==> src/rtl/pll_reconf_ctrl.sv <==
`timescale 1ns/1ps
// ---------------------------------------------------------------------------
// pll_reconf_ctrl
//
// Initiator side of the rPLL dynamic-divider interface. Every divider change
// is sequenced as follows:
//   1. Drive the new codes with the PLL held in reset.
//   2. Hold reset for RESET_CYCLES cycles, then release it.
//   3. Wait for SETTLE_CYCLES consecutive synchronised lock-high cycles.
//   4. Report done, or report an error after LOCK_TIMEOUT cycles.
// The block runs on the PLL reference clock, never on the PLL output.
//
// Optional feature macro: PLL_RECONF_RETRY_EN
//   When defined, a lock timeout re-runs the reset sequence with the same
//   codes up to MAX_RETRIES times before entering ERR. When undefined, a
//   timeout goes straight to ERR and no retry counter is built.
//
// Ports:
//   clkin      in   reference clock (only clock)
//   resetn     in   synchronous active-low reset; restarts the power-up
//                   sequence using FDIV_INIT/IDIV_INIT
//   req_valid  in   new divider request
//   req_ready  out  request can be accepted (IDLE or ERR, not on done cycle)
//   req_fdiv   in   requested feedback-divider code (PLL encoding)
//   req_idiv   in   requested input-divider code (PLL encoding)
//   pll_fdiv   out  registered code to PLL fdiv (FBDSEL)
//   pll_idiv   out  registered code to PLL idiv (IDSEL)
//   pll_reset  out  registered PLL reset, active high
//   pll_lock   in   PLL lock_o, asynchronous to clkin
//   busy       out  sequence in progress (APPLY or WAIT_LOCK)
//   done       out  one-cycle pulse when lock has settled
//   err        out  sticky lock-timeout flag, cleared on next accepted request
//   locked     out  synchronised lock, only while IDLE
// ---------------------------------------------------------------------------
module pll_reconf_ctrl #(
  parameter logic [5:0]  FDIV_INIT     = 6'd0,
  parameter logic [5:0]  IDIV_INIT     = 6'd0,
  parameter int unsigned RESET_CYCLES  = 16,
  parameter int unsigned SETTLE_CYCLES = 4,
  parameter int unsigned LOCK_TIMEOUT  = 65535,
  parameter int unsigned MAX_RETRIES   = 3
) (
  input  logic       clkin,
  input  logic       resetn,
  input  logic       req_valid,
  output logic       req_ready,
  input  logic [5:0] req_fdiv,
  input  logic [5:0] req_idiv,
  output logic [5:0] pll_fdiv,
  output logic [5:0] pll_idiv,
  output logic       pll_reset,
  input  logic       pll_lock,
  output logic       busy,
  output logic       done,
  output logic       err,
  output logic       locked
);

  // Reject parameter sets that would make the counters meaningless.
  if (RESET_CYCLES < 1 || SETTLE_CYCLES < 1 || LOCK_TIMEOUT < 1 ||
      MAX_RETRIES > 32'h0000_FFFF) begin : g_param_check
    $error("pll_reconf_ctrl: RESET_CYCLES, SETTLE_CYCLES, LOCK_TIMEOUT must be >= 1 and MAX_RETRIES <= 65535");
  end

  typedef enum logic [1:0] {
    ST_IDLE      = 2'd0,
    ST_APPLY     = 2'd1,
    ST_WAIT_LOCK = 2'd2,
    ST_ERR       = 2'd3
  } state_t;

  localparam int RCW = (RESET_CYCLES < 1)  ? 1 : $clog2(RESET_CYCLES + 1);
  localparam int SCW = (SETTLE_CYCLES < 1) ? 1 : $clog2(SETTLE_CYCLES + 1);
  localparam int TCW = (LOCK_TIMEOUT < 1)  ? 1 : $clog2(LOCK_TIMEOUT + 1);

  // The APPLY counter starts at 0 on the first reset-high cycle, so the last
  // reset-high cycle is the one where it reads RESET_CYCLES-1.
  localparam logic [RCW-1:0] APPLY_LAST     = RCW'(RESET_CYCLES - 1);
  localparam logic [SCW-1:0] SETTLE_TARGET  = SCW'(SETTLE_CYCLES);
  localparam logic [TCW-1:0] TIMEOUT_TARGET = TCW'(LOCK_TIMEOUT);

  state_t         state_q;
  logic [5:0]     fdiv_q;
  logic [5:0]     idiv_q;
  logic           pll_reset_q;
  logic           done_q;
  logic           err_q;
  logic [RCW-1:0] apply_cnt_q;
  logic [RCW-1:0] apply_cnt_d;
  logic [SCW-1:0] settle_q;
  logic [SCW-1:0] settle_d;
  logic [TCW-1:0] timeout_q;
  logic [TCW-1:0] timeout_d;
  logic           lock_meta_q;
  logic           lock_s_q;
  logic           accept;

`ifdef PLL_RECONF_RETRY_EN
  localparam int RTW = (MAX_RETRIES < 1) ? 1 : $clog2(MAX_RETRIES + 1);
  localparam logic [RTW-1:0] RETRY_LIMIT = RTW'(MAX_RETRIES);

  logic [RTW-1:0] retry_q;
  logic           retry_ok;

  assign retry_ok = (retry_q < RETRY_LIMIT);
`endif

  // -------------------------------------------------------------------------
  // Two-flop synchroniser for the asynchronous lock indication.
  // -------------------------------------------------------------------------
  always_ff @(posedge clkin) begin
    if (!resetn) begin
      lock_meta_q <= 1'b0;
      lock_s_q    <= 1'b0;
    end else begin
      lock_meta_q <= pll_lock;
      lock_s_q    <= lock_meta_q;
    end
  end

  // Counters only ever count up to their target and then the state changes,
  // so none of them can wrap.
  assign apply_cnt_d = apply_cnt_q + RCW'(1);
  assign settle_d    = lock_s_q ? (settle_q + SCW'(1)) : '0;
  assign timeout_d   = timeout_q + TCW'(1);

  // The done pulse coincides with the first IDLE cycle; masking ready there
  // keeps done and req_ready mutually exclusive.
  assign req_ready = ((state_q == ST_IDLE) || (state_q == ST_ERR)) && !done_q;
  assign accept    = req_valid && req_ready;

  // -------------------------------------------------------------------------
  // Sequencer. Reset enters APPLY directly so the power-up sequence is the
  // same as any other divider change, using the INIT codes.
  // -------------------------------------------------------------------------
  always_ff @(posedge clkin) begin
    if (!resetn) begin
      state_q     <= ST_APPLY;
      fdiv_q      <= FDIV_INIT;
      idiv_q      <= IDIV_INIT;
      pll_reset_q <= 1'b1;
      done_q      <= 1'b0;
      err_q       <= 1'b0;
      apply_cnt_q <= '0;
      settle_q    <= '0;
      timeout_q   <= '0;
`ifdef PLL_RECONF_RETRY_EN
      retry_q     <= '0;
`endif
    end else begin
      done_q <= 1'b0;

      case (state_q)
        // ERR behaves like IDLE for new requests; only the PLL reset level
        // and the err flag differ, and both are already registered.
        ST_IDLE, ST_ERR: begin
          if (accept) begin
            fdiv_q      <= req_fdiv;
            idiv_q      <= req_idiv;
            pll_reset_q <= 1'b1;
            err_q       <= 1'b0;
            apply_cnt_q <= '0;
`ifdef PLL_RECONF_RETRY_EN
            retry_q     <= '0;
`endif
            state_q     <= ST_APPLY;
          end
        end

        ST_APPLY: begin
          if (apply_cnt_q == APPLY_LAST) begin
            pll_reset_q <= 1'b0;
            settle_q    <= '0;
            timeout_q   <= '0;
            state_q     <= ST_WAIT_LOCK;
          end else begin
            apply_cnt_q <= apply_cnt_d;
          end
        end

        ST_WAIT_LOCK: begin
          settle_q  <= settle_d;
          timeout_q <= timeout_d;
          // Settling is checked first so that a lock completing on the
          // timeout cycle still counts as a success.
          if (settle_d == SETTLE_TARGET) begin
            done_q  <= 1'b1;
            state_q <= ST_IDLE;
          end else if (timeout_d == TIMEOUT_TARGET) begin
`ifdef PLL_RECONF_RETRY_EN
            if (retry_ok) begin
              // Re-run the reset pulse with the codes already on the bus.
              retry_q     <= retry_q + RTW'(1);
              apply_cnt_q <= '0;
              pll_reset_q <= 1'b1;
              state_q     <= ST_APPLY;
            end else begin
              err_q       <= 1'b1;
              pll_reset_q <= 1'b1;
              state_q     <= ST_ERR;
            end
`else
            err_q       <= 1'b1;
            pll_reset_q <= 1'b1;
            state_q     <= ST_ERR;
`endif
          end
        end

        default: begin
          pll_reset_q <= 1'b1;
          apply_cnt_q <= '0;
          state_q     <= ST_APPLY;
        end
      endcase
    end
  end

  assign pll_fdiv  = fdiv_q;
  assign pll_idiv  = idiv_q;
  assign pll_reset = pll_reset_q;
  assign done      = done_q;
  assign err       = err_q;
  assign busy      = (state_q == ST_APPLY) || (state_q == ST_WAIT_LOCK);
  assign locked    = lock_s_q && (state_q == ST_IDLE);

endmodule
==> config.mk <==
export PLATFORM = sky130hd
export DESIGN_NAME = pll_reconf_ctrl
export DESIGN_NICKNAME = d
export VERILOG_FILES = /design/src/rtl/pll_reconf_ctrl.sv
export SDC_FILE = /design/constraint.sdc
export NUM_CORES = 1
export LEC_CHECK = 0
export BUFFER_PORTS_ARGS = -buffer_cell sky130_fd_sc_hd__buf_2
export CELL_PAD_IN_SITES_DETAIL_PLACEMENT = 1
export CELL_PAD_IN_SITES_GLOBAL_PLACEMENT = 1
export CORE_MARGIN = 2
export CORE_UTILIZATION = 45
export DETAILED_ROUTE_END_ITERATION = 6
export PLACE_DENSITY_LB_ADDON = 0.15
export RECOVER_POWER = 100
export SLEW_MARGIN = 20
export SYNTH_ARGS = -nofsm -noshare
export SYNTH_HDL_FRONTEND = slang
export SYNTH_SLANG_ARGS = --single-unit
==> constraint.sdc <==
create_clock -name clkin -period 3.1 [get_ports clkin]
set_input_delay 0.155 -clock clkin [delete_from_list [all_inputs] [get_ports clkin]]
set_output_delay 0.155 -clock clkin [all_outputs]
set_load 0.005 [all_outputs]
-- After elaboration in Yosys (flattened, before gate mapping)
Index checks and enable logic that the tools add are counted.
- add/sub/neg operators: 3
- equal/unequal tests: 12
- mux-type cells: 21
- reductions and logical operators: 18
- operators with widths (kind ; count):
    16-bit case mux with 2 select lines ; 1
    16-bit by 1-bit adder with 16-bit output, second input constant ; 1
    16-bit equality test, second input constant ; 1
    16-bit two-way mux ; 1
    5-bit two-way mux ; 2
    2-bit inequality test, second input constant ; 5
    5-bit case mux with 2 select lines ; 1
    2-bit two-way mux ; 4
    4-bit AND reduction ; 2
    1-bit two-way mux ; 6
    3-bit two-way mux ; 2
    2-bit case mux with 3 select lines ; 1
    3-bit case mux with 2 select lines ; 1
    2-bit AND reduction ; 3
    3-bit AND reduction ; 2
    2-bit nonzero test ; 3
    5-bit by 1-bit adder with 5-bit output, second input constant ; 1
    5-bit by 4-bit equality test with 1-bit output, second input constant ; 1
    2-bit equality test, second input constant ; 2
    3-bit by 1-bit adder with 3-bit output, second input constant ; 1
    3-bit equality test, second input constant ; 1
    1-bit logical AND ; 3
    3-bit inequality test, second input constant ; 1
    1-bit case mux with 3 select lines ; 1
    other kinds (6) ; 7
- bits in registers: 43
- input port bits: 16
- output and inout bits: 18
- logic and storage cells: 65

-- Longest topological paths before layout
Gate-level depths: netlist (run 1).
- word-level depth: 6
- depth in mapped cells: 10
- depth with buffers taken out: 9

-- Worst setup path before layout (run 1)
Ideal clock, no wire load.
- path kind: register to register
- start: register apply_cnt_q[0]
- end: register timeout_q[4]
- setup time: 0.128 ns
- data arrival time: 1.890 ns
- data required time: 2.972 ns
- setup slack: 1.082 ns
- cell stages (with the launch flop): 10
- buffers on the path: 1
- clock period less this slack: 2.018 ns
- cells stage by stage: dfxtp_1 ha_1 and3_1 ha_1 nand2b_1 nand2_1 clkbuf_1 o21ai_0 a21oi_1 nor2_1
- longest elaborated chain between the ends: 3
- ends and longest elaborated chain (element ; line ; source):
    start: declaration ; 88 ; logic [RCW-1:0] apply_cnt_q;
    start signal: assignment ; 177 ; apply_cnt_q <= apply_cnt_d;
    5-bit by 4-bit equality test with 1-bit output ; 171 ; if (apply_cnt_q == APPLY_LAST) begin
    2-bit inequality test (no source line) ; - ;
    2-bit AND reduction (no source line) ; - ;
    end signal: assignment ; 183 ; timeout_q <= timeout_d;
    end: declaration ; 92 ; logic [TCW-1:0] timeout_q;
No other way between the ends.
A chain may end at the register's enable or synchronous reset.

-- Worst setup path after layout (run 1)
- start: register timeout_q[0]
- end: register err_q (netlist: err)
- longest elaborated chain between the ends: 4
- ends and longest elaborated chain (element ; line ; source):
    16-bit by 1-bit adder with 16-bit output ; 125 ; assign timeout_d = timeout_q + TCW'(1);
    16-bit equality test ; 189 ; end else if (timeout_d == TIMEOUT_TARGET) begin
    2-bit inequality test (no source line) ; - ;
    4-bit AND reduction (no source line) ; - ;
    end signal: assignment ; 143 ; err_q <= 1'b0;
    end signal: assignment ; 161 ; err_q <= 1'b0;
    end signal: assignment ; 203 ; err_q <= 1'b1;
    end: declaration ; 87 ; logic err_q;
No other way between the ends.

==> results of run 1 <==
-- worst max-delay path, stage by stage (launching register included) --
cell	delay, ps
sky130_fd_sc_hd__dfxtp_1	430
sky130_fd_sc_hd__ha_1	330
sky130_fd_sc_hd__nand3_1	190
sky130_fd_sc_hd__nor4_1	430
sky130_fd_sc_hd__xnor2_1	140
sky130_fd_sc_hd__nor3_1	420
sky130_fd_sc_hd__nand3_2	160
sky130_fd_sc_hd__o31ai_1	220
-- cell families after synthesis --
kind of cell,Yosys count
XOR/XNOR,8
AO/OA/AOI/OAI,72
multiplexers,1
buffers and inverters,27
AND/OR/NAND/NOR,131
flip-flops,43
adder cells (fa/ha/maj),8
-- layer usage --
layer,vias to the layer above,routed length [µm],track usage
li1,1052,-,-
met1,1004,2740,0.277
met2,30,2720,0.365
met3,7,160,0.0348
met4,0,65,0.0643
met5,-,0,0
-- registers in the layout, summed over array words and instances, names as in the netlist --
| register | cells |
|---|---|
| state_q | 2 |
| err | 1 |
| lock_meta_q | 1 |
| settle_q | 3 |
| pll_reset | 1 |
| pll_fdiv | 6 |
| lock_s_q | 1 |
| done | 1 |
| pll_idiv | 6 |
| apply_cnt_q | 5 |
| timeout_q | 16 |
-- placed cells by master, fill, tap and decap left out, types with 3 or more instances in the layout --
cell type,Yosys,final
sky130_fd_sc_hd__nand2_1,52,52
sky130_fd_sc_hd__nand3_1,5,5
sky130_fd_sc_hd__nor2_1,27,27
sky130_fd_sc_hd__and2_1,9,3
sky130_fd_sc_hd__a21oi_1,22,22
sky130_fd_sc_hd__and3_1,5,5
sky130_fd_sc_hd__dfxtp_1,43,43
sky130_fd_sc_hd__xnor2_1,4,4
sky130_fd_sc_hd__xor2_1,3,3
sky130_fd_sc_hd__clkbuf_8,0,5
sky130_fd_sc_hd__nand4b_1,3,3
sky130_fd_sc_hd__a31oi_1,4,4
sky130_fd_sc_hd__and2_0,0,6
sky130_fd_sc_hd__a311oi_1,3,3
sky130_fd_sc_hd__a22oi_1,3,3
sky130_fd_sc_hd__a21boi_0,7,7
sky130_fd_sc_hd__inv_1,10,10
sky130_fd_sc_hd__o21ai_0,14,14
sky130_fd_sc_hd__nand4_1,6,6
sky130_fd_sc_hd__o31a_1,3,3
sky130_fd_sc_hd__nor3_1,6,7
sky130_fd_sc_hd__clkbuf_1,12,12
sky130_fd_sc_hd__ha_1,8,8
sky130_fd_sc_hd__nor2b_1,6,6
sky130_fd_sc_hd__buf_2,2,21
sky130_fd_sc_hd__nand2b_1,4,4
-- final cells by class --
cell class                      instances  area share
Sequential cell                        43       0.337
Timing Repair Buffer                   33      0.0593
Multi-Input combinational cell        220       0.504
Inverter                               10      0.0147
Clock buffer                            6      0.0284
Clock inverter                          2      0.0235
Tap cell                               67      0.0329
-- metrics by stage --
stage | utilization | total power, µW | setup slack, ps
3_3_place_gp | 0.510 | 1140 | 822
3_5_place_dp | 0.510 | 1150 | 787
4_1_cts | 0.537 | 1670 | 751
6_report | 0.530 | 1640 | 688
5_1_grt | 0.530 | 1750 | 437
2_1_floorplan | - | 1000 | 1080
-- power groups by stage --
stage          combinational (µW)  sequential [µW]  clock [µW]
2_1_floorplan                 348              654           0
3_3_place_gp                  486              655           0
3_5_place_dp                  489              660           0
4_1_cts                       494              650         527
5_1_grt                       551              656         545
6_report                      477              649         518
-- worst min-delay path by stage --
stage / start / to / slack (ps) / cells after the start
2_1_floorplan: pll_lock / lock_meta_q / 280 / 1
3_3_place_gp: pll_lock / lock_meta_q / 360 / 2
3_5_place_dp: pll_lock / lock_meta_q / 370 / 2
4_1_cts: pll_lock / lock_meta_q / 60 / 2
5_1_grt: pll_lock / lock_meta_q / 60 / 2
6_report: pll_lock / lock_meta_q / 60 / 2
==> impl_metrics.ini, run 1 <==
[yosys]
synth_top_flop_cell = sky130_fd_sc_hd__dfxtp_1
post_synth_and_or_nand_nor_area_fraction = 0.287
synth.most_common_cell = sky130_fd_sc_hd__nand2_1
async_reset_ff_frac = 0
ys_warn_count = 0
syn_area_um2 = 2280
mapped_avg_cell_area_um2 = 7.86
synth_top_area_frac = 0.378
synth_edf_count = 0
synth.largest_area_cell = sky130_fd_sc_hd__dfxtp_1
synth_compound_gate_area_share = 0.205
post_synth_main_area_contributors = sky130_fd_sc_hd__dfxtp_1, sky130_fd_sc_hd__nand2_1, sky130_fd_sc_hd__a21oi_1, sky130_fd_sc_hd__nor2_1, sky130_fd_sc_hd__ha_1
yosysSeqAreaShare = 0.378
synth_common_cells = sky130_fd_sc_hd__nand2_1, sky130_fd_sc_hd__dfxtp_1, sky130_fd_sc_hd__nor2_1
share_of_cell_area_taken_by_muxes_after_synthesis = 0.00439
main_combinational_cell_family_by_area_after_synthesis = simple AND/OR/NAND/NOR gates
synthCells = 290
yosys_register_bits = 43
number_of_library_cell_types_mapped_by_synthesis = 49
syn-num-nets = 314
yosys.area_share.adder = 0.0439
synthXorXnorAreaFrac = 0.0340

[floorplanning]
floorplan.die.height_um = 75.2
dieWidth_um = 75.2
die_area_um2 = 5650
placeableCoreArea_um2 = 4820
starting_density = 0.473
rows = 25
boundaryPins = 34

[global_routing]
grt_first_pass_wirelength_mm = 9.20
pin_count_of_the_biggest_net_entering_global_routing = 25
antenna_found_initial = 0
grt_overflow = 0
grt_usage = 0.213
first_global_vias = 1962

[min_path]
min-delay-path-class = primary input to flop

[clock_network]
cts_max_level = 2
post_cts_resize_count = 0
sinks_on_the_clock_net = 43
cts_buffers = 5
clk_pin_slew_ps = 80
clk_root_buffer_cell = sky130_fd_sc_hd__clkbuf_8
cts.path.max_buffers = 2
worst_skew_pair.late_latency_ps = 300
cts_post_setup_buffers_inserted = 0
tritoncts = built
ctsHoldBuffers = 0

[layout]
flow.area_growth_from_synthesis_pct = 12.0
nFillCells = 643
layout.area.seq_um2 = 861
drive_above_1_share = 0.111
layoutNonFillerInstCount = 381
layout.cell_area.non_filler_um2 = 2550
total_area_of_multi_input_combinational_cells_um2 = 1280
num_antenna_cells = 0
finalNetCount = 337

[place]
instance_area_at_placement_um2 = 2450
place.gp.congestion = 0.800
i_o_buffers = 33
post-dp-hpwl_mm = 4.09
post_placement_cell_count = 373

[pwr]
cell_leakage_power_uw = 0.000931
power.share.sequential = 0.395
max-vdd-ir-drop_mv = 0.253
p_switching_uw = 537
power.density_nw_per_um2 = 645
pwr-share-clk = 0.315
share_comb_of_total_power = 0.290
cellInternalPower_uw = 1110
sw_frac_of_total = 0.326

[run]
maxCapViolations = 0

[timing]
worst_clock_skew_ps = 5.76
rsz0062_at_grt = false
period_share = 0.778
period_needed_ps = 2410
number_of_setup_violations_in_the_final_report = 0
fmax_mhz = 415
hold_violations = 0
setup_total_negative_slack_ps = 0
tightestPinTransition_ps = 856
timing.hold.ws_ps = 65.0
timing_max_transition_violations_final = 0
timing.max_slew.rel_slack = 0.430

[route]
finalWirelength_mm = 5.68
drt.antenna.violating_nets = 0
vias_per_cell = 5.49
dr.pass1.iters = 4
drt_drc_violations_left = 0
wl_per_cell_um = 14.9
vias = 2093
drt_first_iter_violations = 79

[worst_setup_path]
worst-r2r-cell-count = 7
startpoint = timeout_q[0]
crit-reg2reg-launch = timeout_q[0]
crit_fanout = 8
worst_reg2reg_setup_slack_ps = 690
cp.required_ps = 3320
endpoint_kind = flop
timing.critical_path.from_type = flop
critical_path_arrival_ps = 2630
timing.setup.critical_path_class = flop to flop
crit_path_end = err
reg2reg_to = err

[outcome]
run_status = completed
Power figures use the tool's default switching activity.
==> inputs of run 2 (changes only) <==
--- a/config.mk
+++ b/config.mk
@@ -5,11 +5,12 @@
 export SDC_FILE = /design/constraint.sdc
 export NUM_CORES = 1
 export LEC_CHECK = 0
+export ABC_AREA = 1
 export BUFFER_PORTS_ARGS = -buffer_cell sky130_fd_sc_hd__buf_2
 export CELL_PAD_IN_SITES_DETAIL_PLACEMENT = 1
 export CELL_PAD_IN_SITES_GLOBAL_PLACEMENT = 1
 export CORE_MARGIN = 2
-export CORE_UTILIZATION = 45
+export CORE_UTILIZATION = 40
 export DETAILED_ROUTE_END_ITERATION = 6
 export PLACE_DENSITY_LB_ADDON = 0.15
 export RECOVER_POWER = 100
==> constraint.sdc (replaced) <==
create_clock -name clkin -period 2.5 [get_ports clkin]
set_input_delay 0.125 -clock clkin [delete_from_list [all_inputs] [get_ports clkin]]
set_output_delay 0.125 -clock clkin [all_outputs]
set_load 0.005 [all_outputs]
==> run 2 against run 1 <==
Highest routed layer unchanged; sequential power grew 36%; global-route usage shrank 1.7 points; critical path depth increased by 4; core utilization is 5.7 points lower; die area rose by 10%; largest power group unchanged; via count is 2.9% higher; critical path type unchanged; wire length shrank 2.9%; combinational power increased by 67%; cell count is 17% higher.
==> impl_metrics.ini, run 2 <==
[outcome]
run_status = completed

[floorplanning]
floorplan.die.height_um = 78.9
starting_density = 0.410
placeableCoreArea_um2 = 5470
die_area_um2 = 6220
boundaryPins = 34
rows = 27
dieWidth_um = 78.9

[worst_setup_path]
worst-r2r-cell-count = 11
reg2reg_to = apply_cnt_q[3]
worst_reg2reg_setup_slack_ps = 360
largest_stage_delay_worst_path_ps = 380
crit_fanout = 7
critical_path_arrival_ps = 2330
cp_cell_sequence = inv_1 > ha_1 > nor2_1 > nand2_2 > inv_1 > nor2_1 > nor3_4 > a21oi_2 > or2_1 > xor2_1 > nor2_1
critical-path-slowest-cell = sky130_fd_sc_hd__dfxtp_1
timing.critical_path.from_type = flop
cp.required_ps = 2680
startpoint = state_q[0]
timing.setup.critical_path_class = flop to flop
cpMostUsedCell = sky130_fd_sc_hd__nor2_1
crit_path_end = apply_cnt_q[3]
crit-reg2reg-launch = state_q[0]
endpoint_kind = flop

[timing]
timing.hold.ws_ps = 9.44
fmax_mhz = 466
tightestPinTransition_ps = 839
timing_max_transition_violations_final = 0
rsz0062_at_grt = false
hold_violations = 0
timing.final.ws_setup_ps = 355
worst_clock_skew_ps = 6.34
period_share = 0.858
number_of_setup_violations_in_the_final_report = 0
timing.max_slew.rel_slack = 0.441
period_needed_ps = 2140
setup_total_negative_slack_ps = 0

[clock_network]
cts_buffers = 5
sinks_on_the_clock_net = 43
cts_max_level = 2
tritoncts = built
clk_pin_slew_ps = 90
ctsHoldBuffers = 0
clk_root_buffer_cell = sky130_fd_sc_hd__clkbuf_8
worst_skew_pair.late_latency_ps = 300
cts.path.max_buffers = 2
post_cts_resize_count = 0
cts_post_setup_buffers_inserted = 0

[route]
drt.antenna.violating_nets = 0
drt_first_iter_violations = 55
finalWirelength_mm = 5.52
vias = 2153
wl_per_cell_um = 12.4
drt_drc_violations_left = 0
dr.pass1.iters = 4
vias_per_cell = 4.85

[place]
place_ws_ps = 415
i_o_buffers = 33
place.gp.congestion = 0.789
post-dp-hpwl_mm = 4.16

[layout]
top_register = timeout_q
num_antenna_cells = 0
commonest_non_fill_non_tap_cell_in_the_layout = sky130_fd_sc_hd__nand2_1
finalNetCount = 395
largest_register_ffs = 16
layout_common_cells = sky130_fd_sc_hd__nand2_1, sky130_fd_sc_hd__nor2_1, sky130_fd_sc_hd__dfxtp_1
drive_above_1_share = 0.137
flow.area_growth_from_synthesis_pct = 15.3

[global_routing]
antenna_found_initial = 0
grt_usage = 0.196
pin_count_of_the_biggest_net_entering_global_routing = 23
grt_first_pass_wirelength_mm = 9.81
grt_overflow = 0
first_global_vias = 2187

[yosys]
yosys.area_share.adder = 0.0446
ys_warn_count = 0
synth.largest_area_cell = sky130_fd_sc_hd__dfxtp_1
mapped_avg_cell_area_um2 = 6.67
synth_common_cells = sky130_fd_sc_hd__nand2_1, sky130_fd_sc_hd__nor2_1, sky130_fd_sc_hd__dfxtp_1
post_synth_and_or_nand_nor_area_fraction = 0.355
synth.most_common_cell = sky130_fd_sc_hd__nand2_1
number_of_library_cell_types_mapped_by_synthesis = 28
post_synth_main_area_contributors = sky130_fd_sc_hd__dfxtp_1, sky130_fd_sc_hd__nand2_1, sky130_fd_sc_hd__nor2_1, sky130_fd_sc_hd__inv_1, sky130_fd_sc_hd__a21oi_1
syn-num-nets = 360
yosys_register_bits = 43
async_reset_ff_frac = 0
synth_compound_gate_area_share = 0.121
synth_edf_count = 0
synth_top_area_frac = 0.384
synth_top_flop_cell = sky130_fd_sc_hd__dfxtp_1
yosysSeqAreaShare = 0.384
synthCells = 336
share_of_cell_area_taken_by_muxes_after_synthesis = 0
syn_area_um2 = 2240
synthXorXnorAreaFrac = 0.0117
main_combinational_cell_family_by_area_after_synthesis = simple AND/OR/NAND/NOR gates

[pwr]
power.density_nw_per_um2 = 901
max-vdd-ir-drop_mv = 0.486
cell_leakage_power_uw = 0.00107

[run]
maxCapViolations = 0

[min_path]
min-delay-path-class = primary input to flop
run 2: cell families after synthesis:
kind of cell    after synthesis
fa+ha+maj                     8
buf+inv                      48
compound gates               51
simple gates                183
flops                        43
xor+xnor                      3
run 2: how the worst min path moves through the flow:
| stage | cells past startpoint | endpoint | slack [ps] | from |
|---|---|---|---|---|
| 2_1_floorplan | 2 | lock_meta_q | 220 | pll_lock |
| 3_3_place_gp | 3 | lock_meta_q | 320 | pll_lock |
| 3_5_place_dp | 3 | lock_meta_q | 320 | pll_lock |
| 4_1_cts | 3 | lock_meta_q | 5 | pll_lock |
| 6_report | 3 | lock_meta_q | 9 | pll_lock |
| 5_1_grt | 3 | lock_meta_q | 10 | pll_lock |
run 2: worst max-delay path: cells and delay by family (launching register included):
kind                     cells  cell delay (ps)
AND/OR/NAND/NOR              6              760
flip-flops                   1              380
adder cells (fa/ha/maj)      1              350
AO/OA/AOI/OAI                1              260
XOR/XNOR                     1              140
buffers and inverters        2              130
run 2: power breakdown:
group,switching [µW],internal [µW]
registers,73.1,808
logic,510,285
clock network,256,399
total,839,1490
run 2: metrics by stage:
step	area, µm²	power, µW	cells	utilization
4_1_cts	2620	2400	444	0.479
5_1_grt	2590	2520	444	0.473
2_1_floorplan	2240	1430	336	-
3_5_place_dp	2490	1730	436	0.455
3_3_place_gp	2490	1700	436	0.455
6_report	2590	2330	444	0.473
run 2: area by class of cell:
cell class / count / area (µm²)
Clock buffer: 5 / 68.8
Inverter: 39 / 148
Sequential cell: 43 / 861
Multi-Input combinational cell: 245 / 1180
Clock inverter: 3 / 67.6
Tap cell: 72 / 90.1
Timing Repair Buffer: 37 / 175
Fill cell: 770 / 2890
run 2: routing by layer:
metal,share of wire,track usage,vias up
met5,0,0,-
met4,0.023,0.0707,0
met3,0.036,0.0455,10
met2,0.50,0.356,36
met1,0.45,0.225,977
li1,-,-,1130
==> inputs of run 3 (changes only) <==
==> constraint.sdc (replaced) <==
create_clock -name clkin -period 2.35 [get_ports clkin]
set_input_delay 0.1175 -clock clkin [delete_from_list [all_inputs] [get_ports clkin]]
set_output_delay 0.1175 -clock clkin [all_outputs]
set_load 0.005 [all_outputs]
==> run 3 against run 2 <==
Cell count increased by 0.23%; worst setup slack got worse by 110 ps; flip-flop and latch count unchanged; wire length grew 1.1%; global-route usage rose by 0.50 points; register-to-register slack worse by 110 ps; die area unchanged; worst hold slack gained 56 ps; critical path type unchanged; critical endpoint unchanged.
==> impl_metrics.ini, run 3 (synthesis gave the netlist of run 2 again) <==
[outcome]
run_status = completed

[layout]
drive_above_1_share = 0.164
top_register = timeout_q
commonest_non_fill_non_tap_cell_in_the_layout = sky130_fd_sc_hd__nand2_1
layout_common_cells = sky130_fd_sc_hd__nand2_1, sky130_fd_sc_hd__nor2_1, sky130_fd_sc_hd__dfxtp_1
finalNetCount = 396
num_antenna_cells = 0
largest_register_ffs = 16
flow.area_growth_from_synthesis_pct = 15.1
nFillCells = 777

[clock_network]
cts_max_level = 2
worst_skew_pair.late_latency_ps = 300
tritoncts = built
cts_buffers = 5
clk_pin_slew_ps = 100
clk_root_buffer_cell = sky130_fd_sc_hd__clkbuf_8
sinks_on_the_clock_net = 43
cts.path.max_buffers = 2

[place]
place.gp.congestion = 0.816
post-dp-hpwl_mm = 4.18
i_o_buffers = 33

[floorplanning]
boundaryPins = 34
dieWidth_um = 78.9
die_area_um2 = 6220
rows = 27
floorplan.die.height_um = 78.9
placeableCoreArea_um2 = 5470
starting_density = 0.410

[min_path]
min-delay-path-class = primary input to flop
worstHoldEndpoint = pll_fdiv[1]
min_from = req_fdiv[1]
timing.hold.worst_path_depth = 3

[timing]
setup_total_negative_slack_ps = 0
fmax_mhz = 475
tightestPinTransition_ps = 740
rsz0062_at_grt = false
period_needed_ps = 2100
timing.max_slew.rel_slack = 0.506
period_share = 0.895
worst_clock_skew_ps = 12.4
hold_violations = 0
number_of_setup_violations_in_the_final_report = 0
timing_max_transition_violations_final = 0

[global_routing]
antenna_found_initial = 0
grt_overflow = 0
grt_usage = 0.201
pin_count_of_the_biggest_net_entering_global_routing = 22
grt_first_pass_wirelength_mm = 10.0
first_global_vias = 2235

[route]
dr.pass1.iters = 4
wl_per_cell_um = 12.5
drt_first_iter_violations = 71
vias = 2188
finalWirelength_mm = 5.58
vias_per_cell = 4.92
drt.antenna.violating_nets = 0
drt_drc_violations_left = 0

[pwr]
max-vdd-ir-drop_mv = 0.417
cellInternalPower_uw = 1400
pwr-share-clk = 0.222
power.density_nw_per_um2 = 895
sw_frac_of_total = 0.395
p_switching_uw = 912
cell_leakage_power_uw = 0.00108
totalPowerFinal_uw = 2310
power.share.sequential = 0.406
share_comb_of_total_power = 0.372

[worst_setup_path]
timing.critical_path.from_type = flop
crit-reg2reg-launch = state_q[1]
crit_fanout = 14
endpoint_kind = flop
worst-r2r-cell-count = 11
cp.required_ps = 2530
worst_reg2reg_setup_slack_ps = 250
critical_path_arrival_ps = 2290
timing.setup.critical_path_class = flop to flop
reg2reg_to = apply_cnt_q[3]

[run]
maxCapViolations = 0
-- run 3: stage by stage --
step	utilization	area (µm²)	instances	hold slack [ps]	setup WS [ps]
2_1_floorplan	-	2240	336	215	466
3_3_place_gp	0.455	2490	436	307	284
3_5_place_dp	0.455	2490	436	314	226
4_1_cts	0.474	2590	445	54.9	183
5_1_grt	0.472	2580	445	47.3	30.9
6_report	0.472	2580	445	65.7	246
-- run 3: power groups by stage --
stage	sequential [µW]	clock, µW	combinational, µW
after floorplan	952	0	573
after global placement	952	0	845
after CTS	939	523	877
after global routing	961	564	998
final	938	513	858
after detailed placement	954	0	869
-- run 3: critical path, cell delays in order (launching register included) --
cell and delay, ps:
sky130_fd_sc_hd__dfxtp_1 380, sky130_fd_sc_hd__inv_1 80, sky130_fd_sc_hd__ha_1 360, sky130_fd_sc_hd__nor2_2 70, sky130_fd_sc_hd__nand2_2 190, sky130_fd_sc_hd__inv_2 60, sky130_fd_sc_hd__nor2_2 210, sky130_fd_sc_hd__nor3_4 80
sky130_fd_sc_hd__a21oi_4 200, sky130_fd_sc_hd__or2_0 160, sky130_fd_sc_hd__xor2_1 150, sky130_fd_sc_hd__nor2_1 50
-- run 3: worst max path at each step --
| stage | startpoint | to | slack, ps |
|---|---|---|---|
| after global placement | state_q[1] | apply_cnt_q[3] | 280 |
| final | state_q[1] | apply_cnt_q[3] | 250 |
| after global routing | state_q[1] | apply_cnt_q[3] | 30 |
| after detailed placement | state_q[1] | apply_cnt_q[3] | 230 |
| after CTS | state_q[1] | apply_cnt_q[3] | 180 |
| after floorplan | state_q[0] | apply_cnt_q[3] | 470 |
-- run 3: area by class of cell --
| type | count | area (µm²) | share of cell area |
|---|---|---|---|
| flip-flops and latches | 43 | 861 | 0.333 |
| multi-input cells | 245 | 1190 | 0.462 |
| clock buffers | 5 | 68.8 | 0.0267 |
| repair buffers | 38 | 194 | 0.0751 |
| well taps | 72 | 90.1 | 0.0349 |
| inverters | 39 | 148 | 0.0572 |
| clock inverters | 3 | 26.3 | 0.0102 |
-- run 3: what timing repair did --
action / CTS / global route
endpoints found under the hold margin: 1 / 0
endpoints found under the setup margin: 0 / 1
buffers inserted: 0 / 0
hold buffers: 1 / 0
resized for setup: 0 / 1
-- run 3: layer usage --
| layer | global-route usage | wire length, µm | vias to the layer above |
|---|---|---|---|
| met5 | 0 | 0 | - |
| met4 | 0.0707 | 81 | 0 |
| met3 | 0.0409 | 198 | 7 |
| met2 | 0.373 | 2850 | 30 |
| met1 | 0.228 | 2450 | 1021 |
| li1 | - | - | 1130 |
